==> src/rtl/atmos_light_frame_ctrl_if.sv <==
// Result channel from the atmospheric-light frame controller to the
// transmission/recovery stage: latched A and 1/A plus a valid/ready handshake.
interface atmos_light_frame_ctrl_if;
  logic [7:0] A_R;
  logic [7:0] A_G;
  logic [7:0] A_B;
  logic [8:0] invA_R;
  logic [8:0] invA_G;
  logic [8:0] invA_B;
  logic       a_valid;
  logic       a_ready;

  // Producer side: drives the latched result and valid, observes ready.
  modport master (
    output A_R, A_G, A_B, invA_R, invA_G, invA_B, a_valid,
    input  a_ready
  );

  // Consumer side: observes the latched result and valid, drives ready.
  modport slave (
    input  A_R, A_G, A_B, invA_R, invA_G, invA_B, a_valid,
    output a_ready
  );
endinterface

==> src/rtl/atmos_light_frame_ctrl.sv <==
// Frame-level sequencer for the atmospheric-light estimator.
// Clears the datapath running maximum at frame start, gates its update enable
// over exactly one frame of 3x3 windows, waits for the datapath pipeline to
// drain, then latches A and 1/A and offers them downstream via valid/ready.
module atmos_light_frame_ctrl #(
  parameter int IMG_WIDTH  = 512,
  parameter int IMG_HEIGHT = 512,
  parameter int EN_DLY     = 1,
  parameter int PIPE_LAT   = 3
) (
  input  logic       clk,
  input  logic       rst,
  input  logic       frame_start,
  input  logic       win_valid,
  input  logic [7:0] dp_A_R,
  input  logic [7:0] dp_A_G,
  input  logic [7:0] dp_A_B,
  input  logic [8:0] dp_invA_R,
  input  logic [8:0] dp_invA_G,
  input  logic [8:0] dp_invA_B,
  input  logic       err_clr,
  output logic       acc_clear,
  output logic       acc_en,
  output logic       frame_done,
  output logic       busy,
  output logic       err_frame,
  output logic       err_overrun,
  atmos_light_frame_ctrl_if.master res
);

  localparam int TOTAL = IMG_WIDTH * IMG_HEIGHT;
  localparam int CNT_W = (TOTAL > 1) ? $clog2(TOTAL) : 1;
  localparam int DRN_W = $clog2(PIPE_LAT + 1);

  localparam logic [CNT_W-1:0] LAST_WIN  = CNT_W'(TOTAL - 1);
  localparam logic [DRN_W-1:0] DRAIN_LEN = DRN_W'(PIPE_LAT);
  localparam logic [DRN_W-1:0] DRAIN_ONE = DRN_W'(1);

  typedef enum logic [1:0] {
    S_IDLE,
    S_CLEAR,
    S_ACCUM,
    S_DRAIN
  } state_t;

  state_t           state;
  logic [CNT_W-1:0] win_cnt;
  logic [DRN_W-1:0] drain_cnt;

  logic [7:0] a_r_q, a_g_q, a_b_q;
  logic [8:0] inv_r_q, inv_g_q, inv_b_q;
  logic       a_valid_q;

  // Undelayed clear/enable, decoded from the registered state.
  logic raw_clr;
  logic raw_en;
  logic drain_last;
  logic take;
  logic frame_err_set;
  logic overrun_set;

  assign raw_clr    = (state == S_CLEAR);
  assign raw_en     = (state == S_ACCUM) && win_valid;
  assign drain_last = (state == S_DRAIN) && (drain_cnt == DRAIN_ONE);
  assign take       = a_valid_q && res.a_ready;

  // A frame_start on the very cycle the FSM heads back to IDLE is dropped
  // silently; anywhere else while busy it is a protocol error.
  assign frame_err_set = frame_start && (state != S_IDLE) && !drain_last;
  assign overrun_set   = drain_last && a_valid_q && !res.a_ready;

  // Align acc_clear/acc_en with the datapath stage-3 register.
  generate
    if (EN_DLY == 0) begin : g_no_dly
      assign acc_clear = raw_clr;
      assign acc_en    = raw_en;
    end else begin : g_dly
      logic [EN_DLY-1:0] clr_sr;
      logic [EN_DLY-1:0] en_sr;

      // Shift raw clear/enable through EN_DLY stages.
      always_ff @(posedge clk) begin
        // NOTE: reset is synchronous, so it lives inside the clocked branch
        // rather than in the sensitivity list.
        if (!rst) begin
          clr_sr <= '0;
          en_sr  <= '0;
        end else begin
          clr_sr[0] <= raw_clr;
          en_sr[0]  <= raw_en;
          for (int i = 1; i < EN_DLY; i++) begin
            clr_sr[i] <= clr_sr[i-1];
            en_sr[i]  <= en_sr[i-1];
          end
        end
      end

      assign acc_clear = clr_sr[EN_DLY-1];
      assign acc_en    = en_sr[EN_DLY-1];
    end
  endgenerate

  // Frame FSM, counters, result registers, handshake and sticky errors.
  always_ff @(posedge clk) begin
    if (!rst) begin
      state       <= S_IDLE;
      win_cnt     <= '0;
      drain_cnt   <= '0;
      busy        <= 1'b0;
      frame_done  <= 1'b0;
      a_valid_q   <= 1'b0;
      a_r_q       <= '0;
      a_g_q       <= '0;
      a_b_q       <= '0;
      inv_r_q     <= '0;
      inv_g_q     <= '0;
      inv_b_q     <= '0;
      err_frame   <= 1'b0;
      err_overrun <= 1'b0;
    end else begin
      // NOTE: non-blocking assignments everywhere here; later assignments in
      // this block override earlier defaults for the same edge.
      frame_done <= 1'b0;
      if (take) begin
        a_valid_q <= 1'b0;
      end

      case (state)
        S_IDLE: begin
          if (frame_start) begin
            state <= S_CLEAR;
            busy  <= 1'b1;
          end
        end

        S_CLEAR: begin
          win_cnt <= '0;
          state   <= S_ACCUM;
        end

        S_ACCUM: begin
          if (win_valid) begin
            win_cnt <= win_cnt + 1'b1;
            if (win_cnt == LAST_WIN) begin
              drain_cnt <= DRAIN_LEN;
              state     <= S_DRAIN;
            end
          end
        end

        S_DRAIN: begin
          drain_cnt <= drain_cnt - 1'b1;
          if (drain_cnt == DRAIN_ONE) begin
            a_r_q      <= dp_A_R;
            a_g_q      <= dp_A_G;
            a_b_q      <= dp_A_B;
            inv_r_q    <= dp_invA_R;
            inv_g_q    <= dp_invA_G;
            inv_b_q    <= dp_invA_B;
            a_valid_q  <= 1'b1;
            frame_done <= 1'b1;
            busy       <= 1'b0;
            state      <= S_IDLE;
          end
        end

        default: begin
          state <= S_IDLE;
          busy  <= 1'b0;
        end
      endcase

      // A new error in the same cycle as err_clr takes precedence.
      if (frame_err_set) begin
        err_frame <= 1'b1;
      end else if (err_clr) begin
        err_frame <= 1'b0;
      end

      if (overrun_set) begin
        err_overrun <= 1'b1;
      end else if (err_clr) begin
        err_overrun <= 1'b0;
      end
    end
  end

  assign res.A_R     = a_r_q;
  assign res.A_G     = a_g_q;
  assign res.A_B     = a_b_q;
  assign res.invA_R  = inv_r_q;
  assign res.invA_G  = inv_g_q;
  assign res.invA_B  = inv_b_q;
  assign res.a_valid = a_valid_q;

endmodule

==> src/flat_wrapper.sv <==
// flat-port wrapper written by rule: the top's interface ports become plain ports
module atmos_light_frame_ctrl_flat 
#(
  parameter int IMG_WIDTH  = 512,
  parameter int IMG_HEIGHT = 512,
  parameter int EN_DLY     = 1,
  parameter int PIPE_LAT   = 3
)
  (clk, rst, frame_start, win_valid, dp_A_R, dp_A_G, dp_A_B, dp_invA_R, dp_invA_G, dp_invA_B, err_clr, acc_clear, acc_en, frame_done, busy, err_frame, err_overrun, res_A_R, res_A_G, res_A_B, res_invA_R, res_invA_G, res_invA_B, res_a_valid, res_a_ready);
  atmos_light_frame_ctrl_if res_i ();
  input  logic clk;
  input  logic rst;
  input  logic frame_start;
  input  logic win_valid;
  input  logic [7:0] dp_A_R;
  input  logic [7:0] dp_A_G;
  input  logic [7:0] dp_A_B;
  input  logic [8:0] dp_invA_R;
  input  logic [8:0] dp_invA_G;
  input  logic [8:0] dp_invA_B;
  input  logic err_clr;
  output logic acc_clear;
  output logic acc_en;
  output logic frame_done;
  output logic busy;
  output logic err_frame;
  output logic err_overrun;
  output wire logic [$bits(res_i.A_R)-1:0] res_A_R;
  output wire logic [$bits(res_i.A_G)-1:0] res_A_G;
  output wire logic [$bits(res_i.A_B)-1:0] res_A_B;
  output wire logic [$bits(res_i.invA_R)-1:0] res_invA_R;
  output wire logic [$bits(res_i.invA_G)-1:0] res_invA_G;
  output wire logic [$bits(res_i.invA_B)-1:0] res_invA_B;
  output wire logic [$bits(res_i.a_valid)-1:0] res_a_valid;
  input wire logic [$bits(res_i.a_ready)-1:0] res_a_ready;
  assign res_A_R = res_i.A_R;
  assign res_A_G = res_i.A_G;
  assign res_A_B = res_i.A_B;
  assign res_invA_R = res_i.invA_R;
  assign res_invA_G = res_i.invA_G;
  assign res_invA_B = res_i.invA_B;
  assign res_a_valid = res_i.a_valid;
  assign res_i.a_ready = res_a_ready;
  atmos_light_frame_ctrl #(.IMG_WIDTH(IMG_WIDTH), .IMG_HEIGHT(IMG_HEIGHT), .EN_DLY(EN_DLY), .PIPE_LAT(PIPE_LAT)) u_core (.clk(clk), .rst(rst), .frame_start(frame_start), .win_valid(win_valid), .dp_A_R(dp_A_R), .dp_A_G(dp_A_G), .dp_A_B(dp_A_B), .dp_invA_R(dp_invA_R), .dp_invA_G(dp_invA_G), .dp_invA_B(dp_invA_B), .err_clr(err_clr), .acc_clear(acc_clear), .acc_en(acc_en), .frame_done(frame_done), .busy(busy), .err_frame(err_frame), .err_overrun(err_overrun), .res(res_i));
endmodule
==> config.mk <==
export PLATFORM = sky130hd
export DESIGN_NAME = atmos_light_frame_ctrl_flat
export DESIGN_NICKNAME = d
export VERILOG_FILES = /design/src/rtl/atmos_light_frame_ctrl_if.sv /design/src/rtl/atmos_light_frame_ctrl.sv /design/src/flat_wrapper.sv
export SDC_FILE = /design/constraint.sdc
export NUM_CORES = 1
export LEC_CHECK = 0
export ABC_AREA = 1
export CELL_PAD_IN_SITES_DETAIL_PLACEMENT = 1
export CELL_PAD_IN_SITES_GLOBAL_PLACEMENT = 2
export CORE_UTILIZATION = 24
export DETAILED_ROUTE_END_ITERATION = 8
export PLACE_DENSITY = 0.86
export SETUP_SLACK_MARGIN = 0.5
export SLEW_MARGIN = 20
export SYNTH_ARGS = -nofsm -noshare
export SYNTH_HDL_FRONTEND = slang
export SYNTH_SLANG_ARGS = --single-unit
==> constraint.sdc <==
create_clock -name clk -period 2.2 [get_ports clk]
set_input_delay 0.33 -clock clk [delete_from_list [all_inputs] [get_ports clk]]
set_output_delay 0.33 -clock clk [all_outputs]
set_load 0.05 [all_outputs]
==> flow_metrics.py, run 1 <==
metrics = {
    "hold_path": {
        "min_from": "rst",
        "min_path_cells": 3,
        "hold_end": "u_core.res.A_G[3]",
        "hold_path_class": "primary input to flip-flop",
    },
    "finish": {
        "diodes": 0,
        "synthToLayoutAreaGrowth_pct": 48.4,
        "fin_nets": 607,
        "drive_gt1_share_pct": 9.31,
        "multi_input_area_sq_um": 1460,
        "fill_cells": 1652,
        "final_cell_area_sq_um": 4830,
        "ff_latch_area_sq_um": 1600,
    },
    "global_route": {
        "grt_first_pass_wirelength_microns": 16100,
        "grt_pass1_vias": 3220,
        "grt_max_degree": 37,
        "grt_usage_pct": 14.7,
        "grt_overflow": 0,
        "antenna_found_initial": 0,
    },
    "placed_design": {
        "dp_hpwl_microns": 7220,
        "io_buffers": 114,
        "gp_congestion": 0.754,
        "dpl_cell_area_sq_um": 4570,
        "dp_slack_ns": 0.367,
    },
    "clock_tree": {
        "cts.clk_slew.worst_paths_ns": 0.07,
        "htree_levels": 3,
        "cts_buffers": 9,
        "cts.path.max_buffers": 2,
        "clkSinkCount": 80,
        "clockRootBuffer": "clkbuf_16",
        "holdBufCountCts": 0,
        "clock_latency_ns": 0.34,
        "postCtsSetupBuffers": 0,
        "tritoncts": "yes",
    },
    "synthesis": {
        "synth_largest_area_cell": "dfxtp_1",
        "synthDominantCellAreaShare_pct": 49.2,
        "synth_warnings": 0,
        "synth.cell_area_sq_um": 3250,
        "synth_cell_types": 35,
        "syn_nets": 495,
        "synth_seq_cells": 80,
        "ys_seq_area_share_pct": 49.2,
        "netlist_instances": 431,
        "synth_area_leaders": "dfxtp_1 (49%), nor2_1 (14%), o21ai_0 (9.2%)",
        "synthTopCellsByCount": "nor2_1 (121), dfxtp_1 (80), o21ai_0 (60)",
        "syn_avg_cell_area_sq_um": 7.55,
        "async_reset_ff_share_pct": 0,
        "synth_edf_count": 0,
        "synth_most_common_cell": "nor2_1",
        "synth-main-ff-cell": "dfxtp_1",
    },
    "floorplanning": {
        "initial_core_util_pct": 24.6,
        "rows": 42,
        "die_width_microns": 118,
        "die-area_sq_um": 14000,
        "core_area_sq_um": 13200,
        "pin_count": 115,
        "die-height_microns": 118,
    },
    "worst_setup_path": {
        "timing.rr.start": "u_core.state[0]",
        "r2r_slack_ns": 0.64,
        "endpoint_kind": "primary output",
        "max_stage_delay_ns": 0.56,
        "crit_path_start_kind": "flip-flop",
        "cp.required_ns": 1.87,
        "cp_max_fo": 2,
        "worstPathArrival_ns": 1.24,
        "rr_worst_depth": 9,
        "critical_path_class": "flip-flop to primary output",
        "path_cells": "dlygate4sd2_1",
        "crit_buf_inv": 1,
        "cp_slowest_cell": "dlygate4sd2_1",
        "cp_top_family": "buffers and inverters",
        "reg2reg_to": "u_core.win_cnt[14]",
    },
    "routing": {
        "wl_met1_microns": 4330,
        "wl_microns": 9900,
        "vias": 3198,
        "wire_per_inst_microns": 13.7,
        "viasPerCell": 4.42,
        "drtAntennaViolNets": 0,
        "drt_pass1_iterations": 4,
        "wl_met3_microns": 432,
        "met2_wirelength_microns": 4900,
        "drt_iter0_drc": 83,
        "drc_errors": 0,
        "dr.max_layer_used": "met4",
    },
    "sta": {
        "fin_ws_ns": 0.633,
        "worst_pin_slew_ns": 0.542,
        "rsz0062_at_grt": "no",
        "setup_viol": 0,
        "min_period_ns": 1.57,
        "maxSlewHeadroom_pct": 64.0,
        "max_freq_mhz": 638,
        "skew_ns": 0.0101,
        "finalHoldViolCount": 0,
        "fin_crit_sh_pct": 71.2,
        "maxSlewViolCount": 0,
        "finalSetupTns_ns": 0,
    },
    "pwr": {
        "p_leak_nw": 2.13,
        "power.density_nw_per_um2": 853,
        "ir_drop_mv": 0.270,
    },
    "flow_run": {
        "maxCapViolations": 0,
    },
    "outcome": {
        "status": "completed",
    },
}
==> area by class of cell <==
type / instances / area share [%]
Tap cell: 176 / 4.56
Sequential cell: 80 / 33.2
Timing Repair Buffer: 120 / 23.0
Inverter: 36 / 2.85
Clock inverter: 3 / 0.518
Multi-Input combinational cell: 296 / 30.3
Clock buffer: 13 / 5.60
==> logic make-up after synthesis <==
group	Yosys count	synth area share (%)
buffers and inverters	55	6.65
flip-flops	80	49.2
adder cells (fa/ha/maj)	7	2.69
AND/OR/NAND/NOR	203	27.2
AO/OA/AOI/OAI	85	14.0
XOR/XNOR	1	0.269
==> state kept, by name (all words and copies together) (netlist names) <==
signal,flops
u_core.win_cnt,18
u_core.res.invA_B,9
u_core.res.invA_G,9
u_core.res.invA_R,9
u_core.res.A_B,8
u_core.res.A_G,8
u_core.res.A_R,8
u_core.drain_cnt,2
u_core.state,2
u_core.acc_clear,1
u_core.acc_en,1
u_core.busy,1
u_core.err_frame,1
u_core.err_overrun,1
u_core.frame_done,1
u_core.res.a_valid,1
==> repair_timing <==
action                     4_1_cts  5_1_grt
setup endpoints to repair       64        7
resized for setup               61        8
hold endpoints to repair         0        0
==> power breakdown <==
group	leakage, nW	internal [mW]	total (mW)	switching (mW)
combinational	1.34	0.358	1.03	0.677
clock	0.142	0.861	1.46	0.601
sequential	0.646	1.55	1.62	0.0656
==> worst max-delay path by stage <==
stage / startpoint / endpoint / slack [ns] / depth (start not counted)
finish: u_core.res.invA_B[3] / res_invA_B[3] / 0.63 / 1
detailed placement: win_valid / u_core.win_cnt[12] / 0.37 / 7
global placement: win_valid / u_core.win_cnt[12] / 0.41 / 7
global route: u_core.state[1] / u_core.win_cnt[12] / 0.51 / 8
floorplan: u_core.state[0] / u_core.win_cnt[14] / 0.67 / 9
CTS: u_core.state[0] / u_core.win_cnt[12] / 0.51 / 8
==> placed cells by master (no fill, tap or decap), types with 2 or more instances in the layout <==
master	instances
nor2_2	7
o31ai_1	2
dfxtp_1	79
nand4_1	4
nand2_1	44
clkbuf_16	9
ha_1	5
clkbuf_8	3
inv_2	2
clkdlybuf4s50_1	55
dlygate4sd2_1	58
nand3_2	2
o21ai_0	59
clkinv_4	2
nor2_1	119
nand2_4	3
nor2_4	2
nand2_2	5
inv_1	32
a21oi_1	15
o21ai_1	2
buf_4	6
nand3_1	11
==> routing by layer <==
metal | GRT usage (%) | vias up
met5 | 0 | -
met4 | 7.28 | 0
met3 | 3.67 | 14
met2 | 25.8 | 62
met1 | 16.6 | 1522
li1 | - | 1600
==> through the flow <==
stage          total power, mW  util (%)  cells  hold slack (ns)
2_1_floorplan             2.33         -    431            0.442
3_3_place_gp              2.67      34.5    708            0.456
3_5_place_dp              2.70      34.5    708            0.463
4_1_cts                   4.17      36.3    724            0.450
5_1_grt                   4.36      36.5    724            0.478
6_report                  4.12      36.5    724            0.455
(Power assumes the default switching activity.)
==> inputs of run 2 (changes only) <==
==> constraint.sdc (replaced) <==
create_clock -name clk -period 1.5 [get_ports clk]
set_input_delay 0.225 -clock clk [delete_from_list [all_inputs] [get_ports clk]]
set_output_delay 0.225 -clock clk [all_outputs]
set_load 0.05 [all_outputs]
==> run 2 against run 1 <==
Effect of this change: hold slack worse by 0.095 ns; sequential cell count unchanged; total power up 78%; non-clock buffer count up 26.
==> flow_metrics.py, run 2 (synthesis gave the netlist of run 1 again) <==
metrics = {
    "outcome": {
        "status": "completed",
    },
    "finish": {
        "largest_reg_flops": 18,
        "synthToLayoutAreaGrowth_pct": 72.0,
        "diodes": 0,
        "final_common_cell": "nor2_1",
        "regMostFlops": "u_core.win_cnt",
        "fin_nets": 633,
        "layout_common_cells": "nor2_1 (116), o21ai_0 (55), clkdlybuf4s50_1 (55)",
        "fin_util_pct": 42.3,
        "drive_gt1_share_pct": 37.2,
    },
    "sta": {
        "fin_ws_ns": 0.0645,
        "maxSlewHeadroom_pct": 74.0,
        "worst_pin_slew_ns": 0.389,
        "maxSlewViolCount": 0,
        "skew_ns": 0.00541,
        "finalHoldViolCount": 0,
        "rsz0062_at_grt": "yes",
        "max_freq_mhz": 697,
        "setup_viol": 0,
        "fin_crit_sh_pct": 95.7,
        "min_period_ns": 1.44,
    },
    "worst_setup_path": {
        "crit_buf_inv": 2,
        "cpMostUsedCell": "nor2_1",
        "cp_slowest_cell": "dfxtp_4",
        "endpoint_kind": "flip-flop",
        "cp_max_fo": 26,
        "max_stage_delay_ns": 0.36,
        "critical_path_class": "flip-flop to flip-flop",
        "path_cells": "ha_2, nand2_4, clkinv_2, bufbuf_16, nor2_1, nor2_1",
        "cp.required_ns": 1.73,
        "worstPathArrival_ns": 1.66,
        "cp_top_family": "buffers and inverters",
        "crit_path_start_kind": "flip-flop",
    },
    "floorplanning": {
        "initial_core_util_pct": 24.6,
        "pin_count": 115,
        "rows": 42,
        "die_width_microns": 118,
        "core_area_sq_um": 13200,
        "die-height_microns": 118,
        "die-area_sq_um": 14000,
    },
    "routing": {
        "drtAntennaViolNets": 0,
        "viasPerCell": 4.47,
        "drt_pass1_iterations": 4,
        "wl_microns": 11300,
        "drt_iter0_drc": 121,
        "wire_per_inst_microns": 15.1,
        "drc_errors": 0,
        "vias": 3346,
    },
    "pwr": {
        "power_mw": 7.34,
        "p_leak_nw": 2.33,
        "ir_drop_mv": 0.444,
        "power.density_nw_per_um2": 1310,
    },
    "clock_tree": {
        "cts_buffers": 9,
        "cts.path.max_buffers": 2,
        "holdBufCountCts": 0,
        "clock_latency_ns": 0.34,
        "cts.clk_slew.worst_paths_ns": 0.06,
        "clockRootBuffer": "clkbuf_16",
        "clkSinkCount": 80,
        "tritoncts": "yes",
        "htree_levels": 3,
    },
    "global_route": {
        "grt_max_degree": 69,
        "grt_usage_pct": 15.7,
        "antenna_found_initial": 0,
        "grt_overflow": 0,
        "grt_pass1_vias": 3529,
        "grt_first_pass_wirelength_microns": 17300,
    },
    "placed_design": {
        "dp_hpwl_microns": 7450,
        "dp_slack_ns": -0.0948,
        "gp_congestion": 0.785,
        "io_buffers": 114,
    },
    "hold_path": {
        "hold_path_class": "primary input to flip-flop",
    },
    "flow_run": {
        "maxCapViolations": 0,
    },
}
==> run 2: cell count changes in the layout (fill, tap and decap cells not counted), sizes merged, moves of 2 or more <==
cell         delta
dlygate4sd2    -58
buf            +83
clkbuf          -4
bufinv          +3
inv             +2
==> run 2: power by group <==
group	switching [mW]	internal (mW)
Combinational	1.28	1.04
Sequential	0.148	2.30
Clock	0.941	1.63
==> run 2: final cells by class <==
type	instances	area [sq um]
inverter	36	144
multi-input combinational	296	1680
tap	176	220
sequential	80	1680
timing repair buffer	146	1530
clock inverter	6	116
fill	1571	7650
clock buffer	9	225
==> run 2: through the flow <==
step / instances / instance area [sq um] / TNS [ns] / hold slack [ns]
after floorplan: 431 / 3350 / 0 / 0.375
after global placement: 721 / 4650 / -0.108 / 0.454
after detailed placement: 721 / 4650 / -0.438 / 0.469
after CTS: 743 / 5140 / 0 / 0.317
after global routing: 749 / 5600 / -0.106 / 0.401
final: 749 / 5600 / 0 / 0.359
==> run 2: timing repair <==
action | 4_1_cts | 5_1_grt
setup endpoints to repair | 137 | 137
gates cloned | 1 | 0
setup buffers | 6 | 6
gates resized for setup | 22 | 133
pin swaps | 5 | 17
==> run 2: per-layer routing <==
layer,routed length [microns],GRT usage [%]
met1,4500,16.7
met2,6130,29.6
met3,480,3.28
met4,212,7.28
met5,0,0
==> run 2: tightest hold or removal path: stages <==
cell    delay [ns]
buf_2         0.11
inv_1         0.18
nor2_1        0.14
==> run 2: final timing paths <==
| kind | startpoint | endpoint | slack, ns | cells past startpoint |
|---|---|---|---|---|
| hold / removal | rst | u_core.frame_done | 0.36 | 3 |
| hold reg to reg | u_core.win_cnt[10] | u_core.win_cnt[10] | 0.48 | 2 |
| setup / recovery | u_core.state[0] | u_core.res.A_R[1] | 0.06 | 6 |
| setup reg to reg | u_core.state[0] | u_core.res.A_R[1] | 0.06 | 6 |
